--- src/rtl/std_async_fifo_pkg.sv ---
// Shared definitions for the dual-clock FIFO write/read pointer controllers.
// Width derivation and the pointer compare used for full (write side) and empty (read side).
package std_async_fifo_pkg;

  function automatic int unsigned addr_width_f(input int unsigned depth);
    return $clog2(depth);
  endfunction

  function automatic int unsigned ptr_width_f(input int unsigned depth);
    return $clog2(depth) + 1;
  endfunction

  // Full when the next write gray equals the read gray with its two MSBs inverted;
  // for a 2-bit pointer that is simply the inverted read gray.
  function automatic logic full_match(input logic [31:0] wr_gray_next,
                                      input logic [31:0] rd_gray,
                                      input int unsigned width);
    logic [31:0] mask;
    logic [31:0] flip;
    mask = (32'd1 << width) - 32'd1;
    flip = 32'd3 << (width - 2);
    return ((wr_gray_next ^ rd_gray ^ flip) & mask) == '0;
  endfunction

endpackage

--- src/rtl/std_gray_counter.sv ---
// Binary/gray pointer counter with registered gray output and next-value outputs.
module std_gray_counter #(
  parameter int unsigned WIDTH = 4
) (
  input  logic             clk,
  input  logic             rst_n,
  input  logic             inc,
  output logic [WIDTH-1:0] gray,
  output logic [WIDTH-1:0] gray_next,
  output logic [WIDTH-1:0] bin,
  output logic [WIDTH-1:0] bin_next
);

  always_comb begin
    bin_next  = bin + WIDTH'(inc);
    gray_next = bin_next ^ (bin_next >> 1);
  end

  always_ff @(posedge clk) begin
    if (!rst_n) begin
      bin  <= '0;
      gray <= '0;
    end else begin
      bin  <= bin_next;
      gray <= gray_next;
    end
  end

endmodule

--- src/rtl/std_gray_decoder.sv ---
// Combinational gray-to-binary decoder.
module std_gray_decoder #(
  parameter int unsigned WIDTH = 4
) (
  input  logic [WIDTH-1:0] gray,
  output logic [WIDTH-1:0] bin
);

  always_comb begin
    bin = '0;
    for (int unsigned i = 0; i < WIDTH; i++) begin
      bin[i] = ^(gray >> i);
    end
  end

endmodule

--- src/rtl/std_gray_ptr_sync.sv ---
// Plain flop chain for bringing a gray pointer across a clock boundary.
module std_gray_ptr_sync #(
  parameter int unsigned WIDTH       = 4,
  parameter int unsigned SYNC_STAGES = 2
) (
  input  logic             clk,
  input  logic             rst_n,
  input  logic [WIDTH-1:0] d,
  output logic [WIDTH-1:0] q
);

  logic [WIDTH-1:0] stages [SYNC_STAGES];

  always_ff @(posedge clk) begin
    if (!rst_n) begin
      for (int unsigned i = 0; i < SYNC_STAGES; i++) begin
        stages[i] <= '0;
      end
    end else begin
      stages[0] <= d;
      for (int unsigned i = 1; i < SYNC_STAGES; i++) begin
        stages[i] <= stages[i-1];
      end
    end
  end

  assign q = stages[SYNC_STAGES-1];

endmodule

--- src/rtl/std_async_fifo_wr_ctrl.sv ---
// Write-side pointer/flag controller of a dual-clock FIFO (write clock domain only).
module std_async_fifo_wr_ctrl
  import std_async_fifo_pkg::*;
#(
  parameter int unsigned DEPTH                 = 8,
  parameter int unsigned SYNC_STAGES           = 2,
  parameter int unsigned ALMOST_FULL_THRESHOLD = DEPTH - 1,
  localparam int unsigned ADDR_WIDTH           = addr_width_f(DEPTH),
  localparam int unsigned PTR_WIDTH            = ptr_width_f(DEPTH)
) (
  input  logic                  i_clk,
  input  logic                  i_rst,
  input  logic                  i_push,
  input  logic [PTR_WIDTH-1:0]  i_rd_ptr_gray,
  output logic                  o_wr_en,
  output logic [ADDR_WIDTH-1:0] o_wr_addr,
  output logic [PTR_WIDTH-1:0]  o_wr_ptr_gray,
  output logic                  o_full,
  output logic                  o_almost_full,
  output logic [PTR_WIDTH-1:0]  o_word_count,
  output logic                  o_overflow
);

  logic                 push_ok;
  logic [PTR_WIDTH-1:0] wr_gray;
  logic [PTR_WIDTH-1:0] wr_gray_next;
  logic [PTR_WIDTH-1:0] wr_bin;
  logic [PTR_WIDTH-1:0] wr_bin_next;
  logic [PTR_WIDTH-1:0] rd_sync_gray;
  logic [PTR_WIDTH-1:0] rd_sync_bin;
  logic [PTR_WIDTH-1:0] count_next;

  assign push_ok = i_push & ~o_full;
  assign o_wr_en = push_ok;

  std_gray_counter #(.WIDTH(PTR_WIDTH)) u_wr_cnt (
    .clk       (i_clk),
    .rst_n     (i_rst),
    .inc       (push_ok),
    .gray      (wr_gray),
    .gray_next (wr_gray_next),
    .bin       (wr_bin),
    .bin_next  (wr_bin_next)
  );

  std_gray_ptr_sync #(.WIDTH(PTR_WIDTH), .SYNC_STAGES(SYNC_STAGES)) u_rd_sync (
    .clk   (i_clk),
    .rst_n (i_rst),
    .d     (i_rd_ptr_gray),
    .q     (rd_sync_gray)
  );

  std_gray_decoder #(.WIDTH(PTR_WIDTH)) u_rd_dec (
    .gray (rd_sync_gray),
    .bin  (rd_sync_bin)
  );

  assign o_wr_ptr_gray = wr_gray;
  assign o_wr_addr     = wr_bin[ADDR_WIDTH-1:0];
  // Modulo-2^PTR_WIDTH difference; the wrap bit keeps it right across pointer wrap.
  assign count_next    = wr_bin_next - rd_sync_bin;

  always_ff @(posedge i_clk) begin
    if (!i_rst) begin
      o_full        <= 1'b0;
      o_almost_full <= 1'b0;
      o_word_count  <= '0;
      o_overflow    <= 1'b0;
    end else begin
      o_full        <= full_match(32'(wr_gray_next), 32'(rd_sync_gray), PTR_WIDTH);
      o_almost_full <= count_next >= PTR_WIDTH'(ALMOST_FULL_THRESHOLD);
      o_word_count  <= count_next;
      o_overflow    <= i_push & o_full;
    end
  end

endmodule

--- config.mk ---
export PLATFORM = sky130hd
export DESIGN_NAME = std_async_fifo_wr_ctrl
export DESIGN_NICKNAME = d
export VERILOG_FILES = /design/src/rtl/std_async_fifo_pkg.sv /design/src/rtl/std_gray_counter.sv /design/src/rtl/std_gray_decoder.sv /design/src/rtl/std_gray_ptr_sync.sv /design/src/rtl/std_async_fifo_wr_ctrl.sv
export SDC_FILE = /design/constraint.sdc
export NUM_CORES = 1
export LEC_CHECK = 0
export ABC_AREA = 1
export CAP_MARGIN = 10
export CELL_PAD_IN_SITES_DETAIL_PLACEMENT = 0
export CELL_PAD_IN_SITES_GLOBAL_PLACEMENT = 1
export CORE_ASPECT_RATIO = 1.1
export CORE_UTILIZATION = 37
export CTS_CLUSTER_DIAMETER = 80
export DETAILED_ROUTE_END_ITERATION = 8
export PLACE_DENSITY_LB_ADDON = 0.1
export SYNTH_ARGS = -nofsm -noshare
export SYNTH_HDL_FRONTEND = slang
export SYNTH_SLANG_ARGS = --single-unit
--- constraint.sdc ---
create_clock -name i_clk -period 3.41 [get_ports i_clk]
set_input_delay 0.682 -clock i_clk [delete_from_list [all_inputs] [get_ports i_clk]]
set_output_delay 0.682 -clock i_clk [all_outputs]
set_load 0.02 [all_outputs]
==> Yosys cells after proc, flatten, opt, wreduce, memory -nomap -nowiden <==
Memories as Yosys holds them, arrays and structs flattened.
Index checks and enable logic that the tools add are counted.
{ "totals": {"mem_bits_rw": 8, "mem_count": 1, "out_inout_bits": 15, "elab_cells": 27, "input_bits": 7, "register_bits": 15} }
{ "op_classes": {"n_lt_le_gt_ge": 1, "add_sub_neg": 2, "n_mux": 4, "n_reduce_logical": 5, "bitwise": 8} }
{ "memory_table": {"columns": ["memory", "depth", "word_bits", "rd", "rd_ports_with_merged_regs", "wr", "line", "text"], "rows": [
  ["u_rd_sync.stages", 2, 4, 2, 0, 2, "std_gray_ptr_sync.sv:12", "logic [WIDTH-1:0] stages [SYNC_STAGES];"]
]} }
{ "ops": {"columns": ["operator", "count"], "rows": [
  ["32-bit zero test", 1],
  ["4-bit XOR reduction", 4],
  ["4-bit two-way mux", 2],
  ["4-bit by 1-bit adder with 4-bit output", 1],
  ["4-bit by 3-bit >= comparator with 1-bit output, second input constant", 1],
  ["4-bit subtractor", 1],
  ["4-bit by 3-bit XOR with 4-bit output", 1],
  ["4-bit XOR", 1],
  ["1-bit bitwise AND", 2],
  ["1-bit two-way mux", 2],
  ["2-bit inverter", 1],
  ["1-bit OR", 2],
  ["1-bit inverter", 1]
]} }

==> Depth between registers and ports, before layout <==
Gate-level depths: netlist of run 1.
{ "depth": {"depth_word": 7, "ltp_mapped": 14, "mapped_depth_nobuf": 14} }

==> Modules after synthesis <==
Synthesis of run 1 repeated with hierarchy kept, for this count alone.
{ "unflattened": {"cells_unflattened": 146, "area_unflattened_um2": 1071.0} }
{ "modules_own_cells": {"columns": ["mod", "area_each_um2", "instances", "cells_each", "seq_area_each_um2"], "rows": [
  ["std_async_fifo_wr_ctrl", 372.9, 1, 49, 140.1],
  ["std_gray_counter", 352.8, 1, 47, 140.1],
  ["std_gray_ptr_sync", 255.2, 1, 29, 160.2],
  ["std_gray_decoder", 90.1, 1, 21, 0.0]
]} }

==> Least setup slack after synthesis of run 1 <==
OpenSTA, ideal clock, no wires.
{ "synth_timing": {"path_type": "input -> register", "from": "input i_push", "to": "register o_almost_full", "required_ns": 3.295, "slack_ns": 0.807, "setup_time_ns": 0.115, "path_buffers": 0, "arrival_time_ns": 2.488, "stages": 13, "path_cell_list": "inv_1 -> nor2_1 -> ha_1 -> ha_1 -> inv_1 -> nand2_1 -> nand2_1 -> ha_1 -> a21oi_1 -> nor2b_1 -> nand3_1 -> nand3_1 -> nand2_1"} }
{ "synth_via": {"elab_chain_cells": 4} }
{ "synth_rtl": {"columns": ["item", "line", "text"], "rows": [
  ["from (decl)", "std_async_fifo_wr_ctrl.sv:13", "input logic i_push,"],
  ["1-bit bitwise AND", "std_async_fifo_wr_ctrl.sv:33", "assign push_ok = i_push & ~o_full;"],
  ["net o_wr_en", "std_async_fifo_wr_ctrl.sv:15", "output logic o_wr_en,"],
  ["4-bit by 1-bit adder with 4-bit output", "std_gray_counter.sv:15", "bin_next = bin + WIDTH'(inc);"],
  ["net u_wr_cnt.bin_next[2]", "std_gray_counter.sv:11", "output logic [WIDTH-1:0] bin_next"],
  ["4-bit subtractor", "std_async_fifo_wr_ctrl.sv:61", "assign count_next = wr_bin_next - rd_sync_bin;"],
  ["4-bit by 3-bit >= comparator with 1-bit output", "std_async_fifo_wr_ctrl.sv:71", "o_almost_full <= count_next >= PTR_WIDTH'(ALMOST_FULL_THRESHOLD);"],
  ["to (signal assigned)", "std_async_fifo_wr_ctrl.sv:71", null],
  ["to (decl)", "std_async_fifo_wr_ctrl.sv:19", "output logic o_almost_full,"]
]} }
The timed path passes the listed nets, and every way through them passes these cells.
A chain may end at the register's enable or synchronous reset.

==> Worst setup path after layout of run 1 <==
{ "layout_timing": {"from": "input i_push", "to": "register o_almost_full"} }
{ "layout_via": {"elab_chain_cells": 4} }
{ "layout_rtl": {"columns": ["item", "line"], "rows": [
  ["1-bit bitwise AND", "std_async_fifo_wr_ctrl.sv:33"],
  ["4-bit by 1-bit adder with 4-bit output", "std_gray_counter.sv:15"],
  ["net u_wr_cnt.bin_next[2]", "std_gray_counter.sv:11"],
  ["4-bit subtractor", "std_async_fifo_wr_ctrl.sv:61"],
  ["4-bit by 3-bit >= comparator with 1-bit output", "std_async_fifo_wr_ctrl.sv:71"]
]} }
The timed path passes the listed nets, and every way through them passes these cells.

==> key figures, run 1 <==
Logic synthesis
  • Mean Syn Cell Area: 7.51 um2
  • Share of the synthesized area in the top cell type: 45.8%
  • Seq/Total Area, Yosys: 45.8%
  • Synth warn: 0
  • Largest cells by area after synthesis: dfxtp_1, nand2_1, inv_1
  • Mapped Cells: 128
  • Mapped Area: 961 um2
  • Yosys top cell by area: dfxtp_1
  • Yosys reg bits: 22
  • Netlist cell types: 18
  • Syn_nets: 141

Power and ir drop
  • VDD IR max: 0.353 mV
  • Pwr Density: 457 nW/um2
  • Leak: 0.621 nW

Timing
  • RSZ-0062 raised after global routing: false
  • Final hold violation count: 0
  • Setup TNS: 0 ps
  • Fmax: 365 MHz
  • Fin crit period: 2740 ps
  • Setup-failing EPs final: 0
  • Max transition margin: 68.6%
  • Worst-margin pin slew: 469 ps
  • Setup Skew: 4.56 ps
  • Max Slew Vio Count: 0
  • Final hold slack: 422 ps
  • Setup ws final: 672 ps
  • Fin crit share: 80.3%

Route
  • Final ANT Viol Nets: 0
  • TritonRoute pass-1 iters: 4
  • Vias: 827
  • DR iter-0 viols: 25
  • Detailed-route wire length: 1.72 mm
  • DRC viols: 0
  • Vias per cell: 4.54
  • Drt wl/cell: 9.45 um

Clock network
  • Post CTS Setup Buffer Count: 0
  • Reg clk slew, reported paths: 110 ps
  • Cts bufs inserted: 3
  • Hold buffer count at cts: 0
  • H-tree levels: 1
  • CTS tree: yes
  • Worst-case clock buffer depth: 2
  • Post-cts sizing count: 0
  • Clock Latency Late Sink: 300 ps
  • Clk root buf: clkbuf_4
  • # clock sinks: 22

Setup path
  • CP Launch Point: i_push
  • Worst Setup End Kind: register
  • Critical path, cell by cell: clkdlybuf4s50_1, inv_1, nor2_1, ha_1, ha_1, inv_1, nand2_1, nand2_1, ha_1, a21oi_1, nor2b_1, nand3_1, nand3_1, nand2_1
  • Worst Setup Start Kind: input pin
  • Worst path top cell family by delay: adder cells
  • Max Fanout on Critical Path: 4
  • Crit path largest cell delay: 480 ps
  • Launch point of the worst reg-to-reg path: o_full$_SDFF_PN0_
  • Slowest stage cell, crit path: clkdlybuf4s50_1
  • Worst Path Class, Setup: in2reg
  • Crit path DAT: 2940 ps
  • CP bufs+invs: 3
  • Required time of the critical path: 3610 ps

Place
  • Hpwl dp: 1.37 mm
  • Port Buf Inserts: 21
  • Gpl congestion: 0.798
  • Dpl ws: 370 ps

Global route
  • Largest net degree at the start of global routing: 15
  • Antenna violations before repair: 0
  • Vias in the first global route: 714
  • GR Util met2: 23.8%
  • First-pass GRT wire length: 2.98 mm
  • Global routing's busiest layer: met2
  • Total gr overflow: 0
  • Met1 Use GR: 17.5%
  • Met3 usage in global routing: 1.65%
  • GRT Overall Usage: 14.5%

Floorplan
  • Die ar.: 2810 um2
  • Starting density of the core: 38.9%
  • Row count: 19
  • Die Span Y: 55.5 um
  • Ports: 22
  • Core ar.: 2470 um2
  • Die X: 50.6 um

Final layout
  • Area Growth Syn to Fin: 27.9%
  • Area occupied by multi-input gates: 430 um2
  • FF/Latch Area: 440 um2
  • Nets@finish: 166
  • Layout cell share with drive strength beyond 1: 3.31%
  • Finished Core Util: 49.7%
  • Antenna cells: 0
  • Fill cells: 255

Worst hold path
  • Hold Startpoint: u_rd_sync.stages[0][1]$_SDFF_PN0_
  • Hold Path Class: reg2reg

Status
  • Outcome: complete, no violations

Flow run
  • Max Cap Viol: 0
-- logic make-up after synthesis --
kind of cell | count (synthesis) | share of synthesized area, %
flops | 22 | 45.8
compound gates | 3 | 1.56
buf+inv | 24 | 9.37
simple gates | 69 | 29.4
xor+xnor | 4 | 5.21
fa+ha+maj | 6 | 8.59
-- synthesized netlist by cell type --
library cell   n
a21oi_1        2
and2_1         1
clkbuf_1       1
clkinv_1       1
dfxtp_1       22
fa_1           1
ha_1           5
inv_1         22
nand2_1       41
nand3_1       10
nand4_1        2
nor2_1        13
nor2b_1        1
nor3_1         1
o21ai_0        1
xnor2_1        1
xor2_1         1
xor2_2         2
-- state kept, by name (all words and copies together), names as in the netlist --
| name | cells |
|---|---|
| u_wr_cnt.bin | 4 |
| u_rd_sync.stages | 8 |
| o_word_count | 4 |
| o_full | 1 |
| u_wr_cnt.gray | 3 |
| o_overflow | 1 |
| o_almost_full | 1 |
-- per-layer routing --
layer	part of all wire, %	wire [um]
met5	0	0
met1	46	786
met4	2.9	50
met3	4.2	73
met2	47	809
-- final timing paths --
kind	endpoint	slack (ps)	cells after the start
setup / recovery	o_almost_full$_SDFF_PN0_	670	14
hold / removal	u_rd_sync.stages[0][5]$_SDFF_PN0_	420	2
setup reg to reg	o_almost_full$_SDFF_PN0_	1210	12
hold reg to reg	u_rd_sync.stages[0][5]$_SDFF_PN0_	420	2
-- metrics by stage --
step | total power (W) | cells | instance area (um2)
2_1_floorplan | 0.000395 | 128 | 961
3_5_place_dp | 0.000456 | 179 | 1210
6_report | 0.000562 | 182 | 1230
4_1_cts | 0.000569 | 182 | 1230
3_3_place_gp | 0.000456 | 179 | 1210
5_1_grt | 0.000605 | 182 | 1230
-- cell type report --
class / count / share of cell area, %
flip-flops and latches: 22 / 35.8
multi-input cells: 82 / 35.0
repair buffers: 21 / 17.1
inverters: 23 / 7.03
well taps: 31 / 3.16
clock buffers: 3 / 1.83
-- report_power, final --
group	internal (W)	switching [W]
registers	0.000280	0.00000917
logic	0.0000735	0.0000860
clock network	0.0000412	0.0000715
-- cells in the final DEF (no fill, tap or decap) --
| cell type | synthesis | final |
|---|---|---|
| clkinv_1 | 1 | 1 |
| nand4_1 | 2 | 2 |
| nand3_1 | 10 | 10 |
| and2_1 | 1 | 1 |
| xor2_1 | 1 | 1 |
| ha_1 | 5 | 5 |
| a21oi_1 | 2 | 2 |
| dfxtp_1 | 22 | 22 |
| inv_1 | 22 | 22 |
| nor2b_1 | 1 | 1 |
| clkdlybuf4s50_1 | 0 | 21 |
| fa_1 | 1 | 1 |
| o21ai_0 | 1 | 1 |
| nor2_1 | 13 | 13 |
| clkbuf_4 | 0 | 3 |
| nand2_1 | 41 | 41 |
| xor2_2 | 2 | 2 |
| nor3_1 | 1 | 1 |
| xnor2_1 | 1 | 1 |
-- worst register-to-register path, delay by kind of cell, from the launching register on --
family	cells	cell delay (ps)
adders and majority gates	3	830
DFF	1	340
buffers and inverters	1	60
and+or+nand+nor	7	710
AOI/OAI and AO/OA	1	160
(Power assumes the default switching activity.)
==> run 2, diff against run 1 <==
--- a/config.mk
+++ b/config.mk
@@ -10,7 +10,7 @@
 export CELL_PAD_IN_SITES_DETAIL_PLACEMENT = 0
 export CELL_PAD_IN_SITES_GLOBAL_PLACEMENT = 1
 export CORE_ASPECT_RATIO = 1.1
-export CORE_UTILIZATION = 37
+export CORE_UTILIZATION = 34
 export CTS_CLUSTER_DIAMETER = 80
 export DETAILED_ROUTE_END_ITERATION = 8
 export PLACE_DENSITY_LB_ADDON = 0.1
==> constraint.sdc (replaced) <==
create_clock -name i_clk -period 2.6 [get_ports i_clk]
set_input_delay 0.52 -clock i_clk [delete_from_list [all_inputs] [get_ports i_clk]]
set_output_delay 0.52 -clock i_clk [all_outputs]
set_load 0.02 [all_outputs]
==> run 2 against run 1 <==
Compared with the run above:
- setup slack got worse by 470 ps
- die area increased by 8.5%
- final area up 6.8%
- highest routed layer unchanged
- clock-buffer cell count grew 1
- register-to-register slack lost 690 ps
- largest cell class is now multi-input combinational cells
- largest power group unchanged
==> key figures, run 2 (synthesis results as in run 1) <==
Status
  • Outcome: complete, no violations

Timing
  • Fin crit period: 2390 ps
  • Max transition margin: 81.3% (+13 points)
  • Worst-margin pin slew: 279 ps (-191 ps)
  • RSZ-0062 raised after global routing: false
  • Setup Skew: 3.18 ps (-1.38 ps)
  • Final hold violation count: 0 (unchanged)
  • Fin crit share: 92.1%
  • Setup-failing EPs final: 0 (unchanged)
  • Setup TNS: 0 ps (unchanged)
  • Max Slew Vio Count: 0 (unchanged)
  • Fmax: 418 MHz

Setup path
  • Worst Path Class, Setup: in2out
  • Crit path to: o_wr_en
  • Crit path DAT: 1870 ps (-1070 ps)
  • R2R Setup Slk: 520 ps (-690 ps)
  • Worst Setup End Kind: primary output
  • Required time of the critical path: 2080 ps (-1530 ps)
  • CP Launch Point: i_push
  • Max Fanout on Critical Path: 2 (-2)
  • Launch point of the worst reg-to-reg path: u_rd_sync.stages[0][7]$_SDFF_PN0_
  • Critical path, cell by cell: clkdlybuf4s50_1, inv_1, nor2_1, buf_4, clkdlybuf4s50_1
  • CP bufs+invs: 4 (+1)
  • Crit. path cell count: 5 (-9)
  • Worst R2R Path Depth: 9 (-3)
  • R2r endpoint: o_almost_full$_SDFF_PN0_
  • Worst Setup Start Kind: input pin
  • Cell mode on critical path: clkdlybuf4s50_1
  • Worst path top cell family by delay: buffers and inverters
  • Slowest stage cell, crit path: clkdlybuf4s50_1
  • Crit path largest cell delay: 590 ps (+110 ps)

Route
  • Drt wl/cell: 9.88 um (+4.6%)
  • DR iter-0 viols: 12 (-52%)
  • Final ANT Viol Nets: 0 (unchanged)
  • DRC viols: 0 (unchanged)
  • TritonRoute pass-1 iters: 4 (unchanged)
  • Vias per cell: 4.43 (-2.6%)
  • Vias: 841 (+1.7%)
  • Detailed-route wire length: 1.88 mm (+9.2%)

Final layout
  • Finished Core Util: 50.7% (+0.96 points)
  • Most frequent cells in the layout: nand2_1, inv_1, dfxtp_1
  • Leading cell type in the layout, fill and taps excluded: nand2_1
  • Nets@finish: 173 (+4.2%)
  • Area Growth Syn to Fin: 36.6%
  • Layout cell share with drive strength beyond 1: 10.1% (+6.8 points)
  • Largest register by flop count: u_rd_sync.stages
  • Largest regs: u_rd_sync.stages: 8 flops, o_word_count: 4 flops, u_wr_cnt.bin: 4 flops
  • Largest register FFs: 8 (unchanged)
  • Fill cells: 265 (+3.9%)
  • Antenna cells: 0 (unchanged)

Global route
  • Antenna violations before repair: 0 (unchanged)
  • First-pass GRT wire length: 3.17 mm (+6.3%)
  • Largest net degree at the start of global routing: 14 (-1)
  • GRT Overall Usage: 14.4% (-0.11 points)
  • Total gr overflow: 0 (unchanged)
  • Vias in the first global route: 792 (+11%)

Place
  • Hpwl dp: 1.45 mm (+6.3%)
  • Port Buf Inserts: 21 (unchanged)
  • Gpl congestion: 0.886 (+11%)

Clock network
  • Worst-case clock buffer depth: 2 (unchanged)
  • Clk root buf: clkbuf_4
  • # clock sinks: 22 (unchanged)
  • Hold buffer count at cts: 0 (unchanged)
  • CTS tree: yes
  • Cts bufs inserted: 3 (unchanged)
  • Clock Latency Late Sink: 300 ps (about the same)
  • H-tree levels: 1 (unchanged)
  • Reg clk slew, reported paths: 120 ps (about the same)

Floorplan
  • Die X: 52.7 um (+4.2%)
  • Core ar.: 2590 um2 (+4.8%)
  • Row count: 19 (unchanged)
  • Die Span Y: 57.8 um (+4.2%)
  • Ports: 22 (unchanged)
  • Die ar.: 3040 um2 (+8.5%)
  • Starting density of the core: 37.1% (-1.8 points)

Power and ir drop
  • Leak: 0.658 nW (+6.1%)
  • VDD IR max: 0.415 mV (+18%)
  • Pwr Density: 608 nW/um2 (+33%)

Worst hold path
  • Hold Crit Depth: 2 (unchanged)
  • Hold Path Class: reg2reg

Flow run
  • Max Cap Viol: 0 (unchanged)
run 2: tightest hold or removal path: stages, from the launching register on:
cell	delay, ps
dfxtp_1	320
nand2_1	50
inv_1	30
run 2: final cells by class:
type	count	area (um2)	share of cell area, %
flip-flops and latches	22	440	33.6
well taps	31	38.8	2.96
inverters	23	86.3	6.58
multi-input cells	82	448	34.1
repair buffers	28	263	20.0
clock buffers	4	36.3	2.76
run 2: per-layer routing:
metal | vias up | global-route usage [%] | part of all wire [%]
li1 | 444 | - | -
met1 | 367 | 17.2 | 46
met2 | 24 | 22.4 | 48
met3 | 6 | 2.36 | 3.6
met4 | 0 | 11.3 | 2.8
met5 | - | 0 | 0
run 2: where the power goes:
part	leakage, nW	switching [W]	total [W]	internal (W)
Sequential	0.181	0.0000124	0.000380	0.000368
Clock	0.0210	0.000102	0.000187	0.0000854
Combinational	0.456	0.000119	0.000230	0.000112
Total	0.658	0.000233	0.000797	0.000565
run 2: worst min-delay path by stage:
stage | start | endpoint | slack (ps)
after detailed placement | u_rd_sync.stages[0][2]$_SDFF_PN0_ | u_rd_sync.stages[0][6]$_SDFF_PN0_ | 400
final | u_rd_sync.stages[0][0]$_SDFF_PN0_ | u_rd_sync.stages[0][4]$_SDFF_PN0_ | 420
after global routing | u_rd_sync.stages[0][3]$_SDFF_PN0_ | u_rd_sync.stages[0][7]$_SDFF_PN0_ | 450
after global placement | u_rd_sync.stages[0][2]$_SDFF_PN0_ | u_rd_sync.stages[0][6]$_SDFF_PN0_ | 390
after CTS | u_rd_sync.stages[0][2]$_SDFF_PN0_ | u_rd_sync.stages[0][6]$_SDFF_PN0_ | 430
after floorplan | u_rd_sync.stages[0][0]$_SDFF_PN0_ | u_rd_sync.stages[0][4]$_SDFF_PN0_ | 390
run 2: per-stage QoR:
stage	setup slack (ps)	hold WS (ps)	instance area, um2	std cells	total power, W
2_1_floorplan	159	390	961	128	0.000518
3_3_place_gp	-42.7	395	1260	186	0.000615
3_5_place_dp	-106	398	1260	186	0.000615
4_1_cts	201	426	1290	190	0.000806
5_1_grt	50.7	448	1310	190	0.000848
6_report	205	424	1310	190	0.000797
run 2: timing repair:
action | CTS | global route
endpoints found under the setup margin | 0 | 1
setup buffers | 0 | 0
resized for setup | 0 | 3
==> run 3, diff against run 2 <==
--- a/config.mk
+++ b/config.mk
@@ -13,7 +13,10 @@
 export CORE_UTILIZATION = 34
 export CTS_CLUSTER_DIAMETER = 80
 export DETAILED_ROUTE_END_ITERATION = 8
+export GPL_ROUTABILITY_DRIVEN = 0
 export PLACE_DENSITY_LB_ADDON = 0.1
+export SKIP_LAST_GASP = 1
+export SLEW_MARGIN = 25
 export SYNTH_ARGS = -nofsm -noshare
 export SYNTH_HDL_FRONTEND = slang
 export SYNTH_SLANG_ARGS = --single-unit
==> results of run 3 <==
Same layout as run 2: the final DEF is identical, and so are final timing and power.
